===== src/rtl/hashcheck_driver_pkg.sv =====
// Shared constants for the hash checker interface: digest width and the
// length of the newrdy/checkrdy strobes the checker expects.
package hashcheck_driver_pkg;

    localparam int HASH_W    = 128;
    localparam int PULSE_LEN = 2;

endpackage


===== src/rtl/hashcheck_driver.sv =====
// Initiator for the hash checker: streams target hashes in (newrdy), then
// queries candidate digests one at a time (checkrdy) and reports match indices.
module hashcheck_driver
    import hashcheck_driver_pkg::*;
#(
    parameter  int MAX_TARGETS = 16,
    parameter  int IDX_W       = 48,
    parameter  int TIMEOUT     = 1024,
    localparam int CNT_W       = $clog2(MAX_TARGETS + 1)
) (
    input  logic              clk,
    input  logic              rst,
    input  logic              tgt_valid,
    output logic              tgt_ready,
    input  logic [HASH_W-1:0] tgt_hash,
    input  logic              tgt_last,
    input  logic              cand_valid,
    output logic              cand_ready,
    input  logic [HASH_W-1:0] cand_hash,
    input  logic [IDX_W-1:0]  cand_index,
    output logic              newrdy,
    output logic              checkrdy,
    output logic [HASH_W-1:0] hash,
    input  logic              resultrdy,
    input  logic              matchfound,
    output logic              found_valid,
    output logic [IDX_W-1:0]  found_index,
    output logic [CNT_W-1:0]  loaded_count,
    output logic              overflow,
    output logic              timeout_err
);

    localparam int                WAIT_W   = $clog2(TIMEOUT + 1);
    localparam logic [CNT_W-1:0]  MAX_CNT  = CNT_W'(MAX_TARGETS);
    localparam logic [WAIT_W-1:0] WAIT_END = WAIT_W'(TIMEOUT - 1);

    typedef enum logic [3:0] {
        IDLE, L_SETUP, L_P1, L_P2, L_GAP, C_SETUP, C_P1, C_P2, C_WAIT
    } state_t;

    state_t             state;
    logic               check_phase;
    logic               last_seen;
    logic [IDX_W-1:0]   idx_q;
    logic [WAIT_W-1:0]  wait_cnt;

    // Ready flags are registered, so they are set on the transition back into IDLE.
    always_ff @(posedge clk) begin
        if (rst) begin
            state        <= IDLE;
            check_phase  <= 1'b0;
            last_seen    <= 1'b0;
            tgt_ready    <= 1'b1;
            cand_ready   <= 1'b0;
            newrdy       <= 1'b0;
            checkrdy     <= 1'b0;
            hash         <= '0;
            found_valid  <= 1'b0;
            found_index  <= '0;
            loaded_count <= '0;
            overflow     <= 1'b0;
            timeout_err  <= 1'b0;
            idx_q        <= '0;
            wait_cnt     <= '0;
        end else begin
            found_valid <= 1'b0;
            case (state)
                IDLE: begin
                    if (!check_phase && tgt_valid && tgt_ready) begin
                        if (loaded_count < MAX_CNT) begin
                            hash      <= tgt_hash;
                            last_seen <= tgt_last;
                            tgt_ready <= 1'b0;
                            state     <= L_SETUP;
                        end else begin
                            overflow <= 1'b1;
                            if (tgt_last) begin
                                check_phase <= 1'b1;
                                tgt_ready   <= 1'b0;
                                cand_ready  <= 1'b1;
                            end
                        end
                    end else if (check_phase && cand_valid && cand_ready) begin
                        hash       <= cand_hash;
                        idx_q      <= cand_index;
                        cand_ready <= 1'b0;
                        state      <= C_SETUP;
                    end
                end
                L_SETUP: begin
                    newrdy       <= 1'b1;
                    loaded_count <= loaded_count + 1'b1;
                    state        <= L_P1;
                end
                L_P1: state <= L_P2;
                L_P2: begin
                    newrdy <= 1'b0;
                    state  <= L_GAP;
                end
                L_GAP: begin
                    state <= IDLE;
                    if (last_seen) begin
                        check_phase <= 1'b1;
                        cand_ready  <= 1'b1;
                    end else begin
                        tgt_ready <= 1'b1;
                    end
                end
                C_SETUP: begin
                    checkrdy <= 1'b1;
                    state    <= C_P1;
                end
                C_P1: state <= C_P2;
                C_P2: begin
                    checkrdy <= 1'b0;
                    wait_cnt <= '0;
                    state    <= C_WAIT;
                end
                C_WAIT: begin
                    if (resultrdy) begin
                        found_valid <= matchfound;
                        if (matchfound) found_index <= idx_q;
                        cand_ready  <= 1'b1;
                        state       <= IDLE;
                    end else if (wait_cnt == WAIT_END) begin
                        timeout_err <= 1'b1;
                        cand_ready  <= 1'b1;
                        state       <= IDLE;
                    end else begin
                        wait_cnt <= wait_cnt + 1'b1;
                    end
                end
                default: state <= IDLE;
            endcase
        end
    end

endmodule


===== config.mk =====
export PLATFORM = sky130hd
export DESIGN_NAME = hashcheck_driver
export DESIGN_NICKNAME = d
export VERILOG_FILES = /design/src/rtl/hashcheck_driver_pkg.sv /design/src/rtl/hashcheck_driver.sv
export SDC_FILE = /design/constraint.sdc
export NUM_CORES = 1
export LEC_CHECK = 0
export ABC_AREA = 1
export BUFFER_PORTS_ARGS = -buffer_cell sky130_fd_sc_hd__buf_2
export CORE_AREA = 2 2 196 198
export DETAILED_ROUTE_END_ITERATION = 8
export DIE_AREA = 0 0 198 200
export PLACE_DENSITY = 0.65
export SKIP_LAST_GASP = 1
export SLEW_MARGIN = 10
export SYNTH_ARGS = -nofsm -noshare
export SYNTH_HDL_FRONTEND = slang
export SYNTH_SLANG_ARGS = --single-unit

===== constraint.sdc =====
create_clock -name clk -period 1.8 [get_ports clk]
set_input_delay 0.18 -clock clk [delete_from_list [all_inputs] [get_ports clk]]
set_output_delay 0.18 -clock clk [all_outputs]
set_load 0.005 [all_outputs]

==> impl_results.md <==
* Status: finished, final reports clean
* # DRC at 0
* Total power draw at 21750 uW
* RD Place Congestion at 0.9270
* H-tree levels at 1
* Syn avg cell area at 6.677 sq um
* Register share of total power at 0.353
* Area Overhead vs Synth at 64.54%
* Largest family of logic cells by synthesized area: simple AND/OR/NAND/NOR gates
* Area contributors post-synth: dfxtp_1, nand2_1, nor2_1, o21ai_0, a21oi_1
* Critical Path End Type: register
* Commonest cells in the netlist: nand2_1, nor2_1, dfxtp_1, o21ai_0, inv_1
* Fin crit share at 0.9195
* Via count at 13298
* Hold_sp: cand_hash[82]
* EDFF count, synth at 0
* Int Pwr at 13560 uW
* HP Class: primary input to register
* Crit path max fanout at 49
* CTS tree: done
* Estimated wirelength of the detail-placed design at 26500 um
* Dpl cell area at 0.01383 sq mm
* Hold EP: hash[82]
* R2r worst-path depth at 9
* GRT Total Usage at 0.1998
* GRT overflow at 0
* Clock root cell: clkbuf_16
* First-pass GRT wire length at 64440 um
* Leak at 0.008975 uW
* Hold Fails Final Rpt at 0
* Sink Count at 253
* Post-synthesis mux area share at 0
* Adder-cell share of the synthesized area at 0.002316
* Initial DRC count at 671
* Psw at 8189 uW
* Crit-path slowest cell: dfxtp_1
* Crit Path Category: register to register
* Crit-path cells: nor2_4 > nand2_4 > nor3_2 > inv_2 > nand2_4 > inv_4 > buf_12 > nor2_1 > nor2_1
* Top-count cell post-synth: nand2_1
* Hold path depth at 5
* Yosys Warn Count at 0
* Top FF cell, synth: dfxtp_1
* Reg2reg setup slack at 140 ps
* Placeable Area at 0.03740 sq mm
* Max-cap violations at 0
* Fin crit period at 1655 ps
* Clk pin slew, worst setup/hold paths at 60 ps
* # port buffers at 498
* Reg2reg start: state[1]
* Row cnt at 71
* Area leader, netlist: dfxtp_1
* Wire per inst at 14.38 um
* RSZ-0062 raised after global routing: false
* Clk pwr share at 0.265
* Synth Area in XOR/XNOR at 0.0008107
* Pre-Repair DR Iteration Count at 5
* Cell area after layout at 0.01778 sq mm
* Rel. slew slack at 0.6492
* Sequential-to-total area share from yosys stat at 0.4688
* Largest net degree at the start of global routing at 104
* Num CTS Buffers at 30
* Die width at 198 um
* Cells after Synth at 1618
* Layout Nets at 2683
* Die area at 0.03960 sq mm
* Setup violations, final at 0
* Flops & latches, synth at 253
* Initial antenna violation count at 4
* Max-slew violations at 0
* Vias in the first global route at 13041
* Die Y at 200 um
* Post-synthesis cell type count at 31
* Via density at 4.567
* Fraction of layout cells with a size suffix above 1 at 0.2490
* Cell Area, Synth at 0.01080 sq mm
* Synth Area in Simple Gates at 0.3145
* Gate power share at 0.382
* ANT nets after route at 0
* PwrDens at 1223 mW/mm^2
* Post-CTS Setup Repair Bufs at 0
* Max frequency at 604.2 MHz
* Compound-gate portion of the synthesized area at 0.1377
* Sw Ratio at 0.3765
* Net count after synthesis at 1931
* Crit path largest cell delay at 350 ps
* TNS Setup at 0 ps
* Num ports at 499
* WP data required at 2240 ps
* Peak supply drop at 0.0008394 V
* Capturing point of the worst reg2reg path: hash[30]
* Max Buffers Root-to-Sink at 3
* Clock Skew at 10.30 ps
* Critical Path AT at 2100 ps
* Worst-Margin Slew at 526.2 ps
* Synth top area share at 0.4688
* Post-synth ARST share at 0
* Initial Util at 0.2889
* Clk_lat worst skew at 550 ps
* Crit start category: register
* Detailed-route wire length at 41880 um
what timing repair did:
action	4_1_cts	5_1_grt
hold endpoints to repair	177	0
resized for setup	0	2
setup endpoints to repair	0	4
hold buffers	297	0
placed cells by master, fill, tap and decap left out, types with 2 or more instances in the layout:
cell,count
clkbuf_8,6
clkbuf_16,30
ha_1,2
nor2_1,390
nand2_4,2
nor2_4,2
nand3_1,27
dlygate4sd3_1,297
inv_1,80
dfxtp_1,253
o21ai_1,25
nand2_1,436
buf_4,19
nor3b_1,3
diode_2,7
nand3_4,2
o21ai_0,204
nor3_1,4
buf_2,498
buf_12,11
clkinvlp_4,3
clkinv_2,7
a21oi_1,64
inv_2,4
clkbuf_1,7
nor2_2,2
inv_4,2
nand4_1,2
cell families (layout without fill, tap and decap cells):
group	after synthesis	after routing
and+or+nand+nor	874	874
AOI/OAI and AO/OA	296	296
DFF	253	253
buffers and inverters	192	968
adders and majority gates	2	2
xor gates and xnor gates	1	1
other	0	7
cell type report:
class,instances,area (sq um)
clock buffer,43,859.6
antenna,7,17.52
sequential,253,5065
clock inverter,13,93.84
timing repair buffer,825,5828
fill,3530,19620
tap,511,639.4
inverter,87,336.6
multi-input combinational,1173,4937
layer usage:
metal / track usage / wire [um]
met4: 0.1083 / 2261
met5: 0 / 0
met2: 0.3439 / 19960
met3: 0.04822 / 3206
met1: 0.2297 / 16450
metrics by stage:
step | hold WS [ps] | setup WS [ps] | instances | util
finish | 39.74 | 144.8 | 2912 | 0.4753
global route | 37.02 | 19.60 | 2909 | 0.4751
CTS | 4.068 | 144.5 | 2905 | 0.4747
detailed placement | 412.9 | 162.1 | 2552 | 0.3697
global placement | 404.3 | 217.4 | 2552 | 0.3697
floorplan | 314.9 | 261.1 | 1618 | -
power groups by stage:
stage	logic, uW	registers (uW)	clock network [uW]
2_1_floorplan	4490	7820	0
3_3_place_gp	7610	7710	0
3_5_place_dp	7730	7720	0
4_1_cts	8260	7660	5950
5_1_grt	9290	7810	6160
6_report	8310	7680	5760
how the worst max path moves through the flow:
stage                           start           to  slack, ps  cells past startpoint
after detailed placement     state[1]     hash[63]        160                      9
after CTS                    state[1]     hash[63]        140                      9
after global placement       state[1]     hash[30]        220                      9
final                        state[1]     hash[30]        140                      9
after global routing      wait_cnt[0]  wait_cnt[0]         20                      9
after floorplan           wait_cnt[0]  wait_cnt[6]        260                      9
critical path: cells and delay by family, from the launching register on:
kind                   cells  cell delay, ps
buffers and inverters      3             400
flip-flops                 1             350
AND/OR/NAND/NOR            6             760
sequential cells by signal, indices dropped and copies added, names as in the netlist, 4 cells and up:
signal	cells
idx_q	48
loaded_count	5
wait_cnt	11
hash	128
state	4
found_index	48
Power figures use the tool's default switching activity.
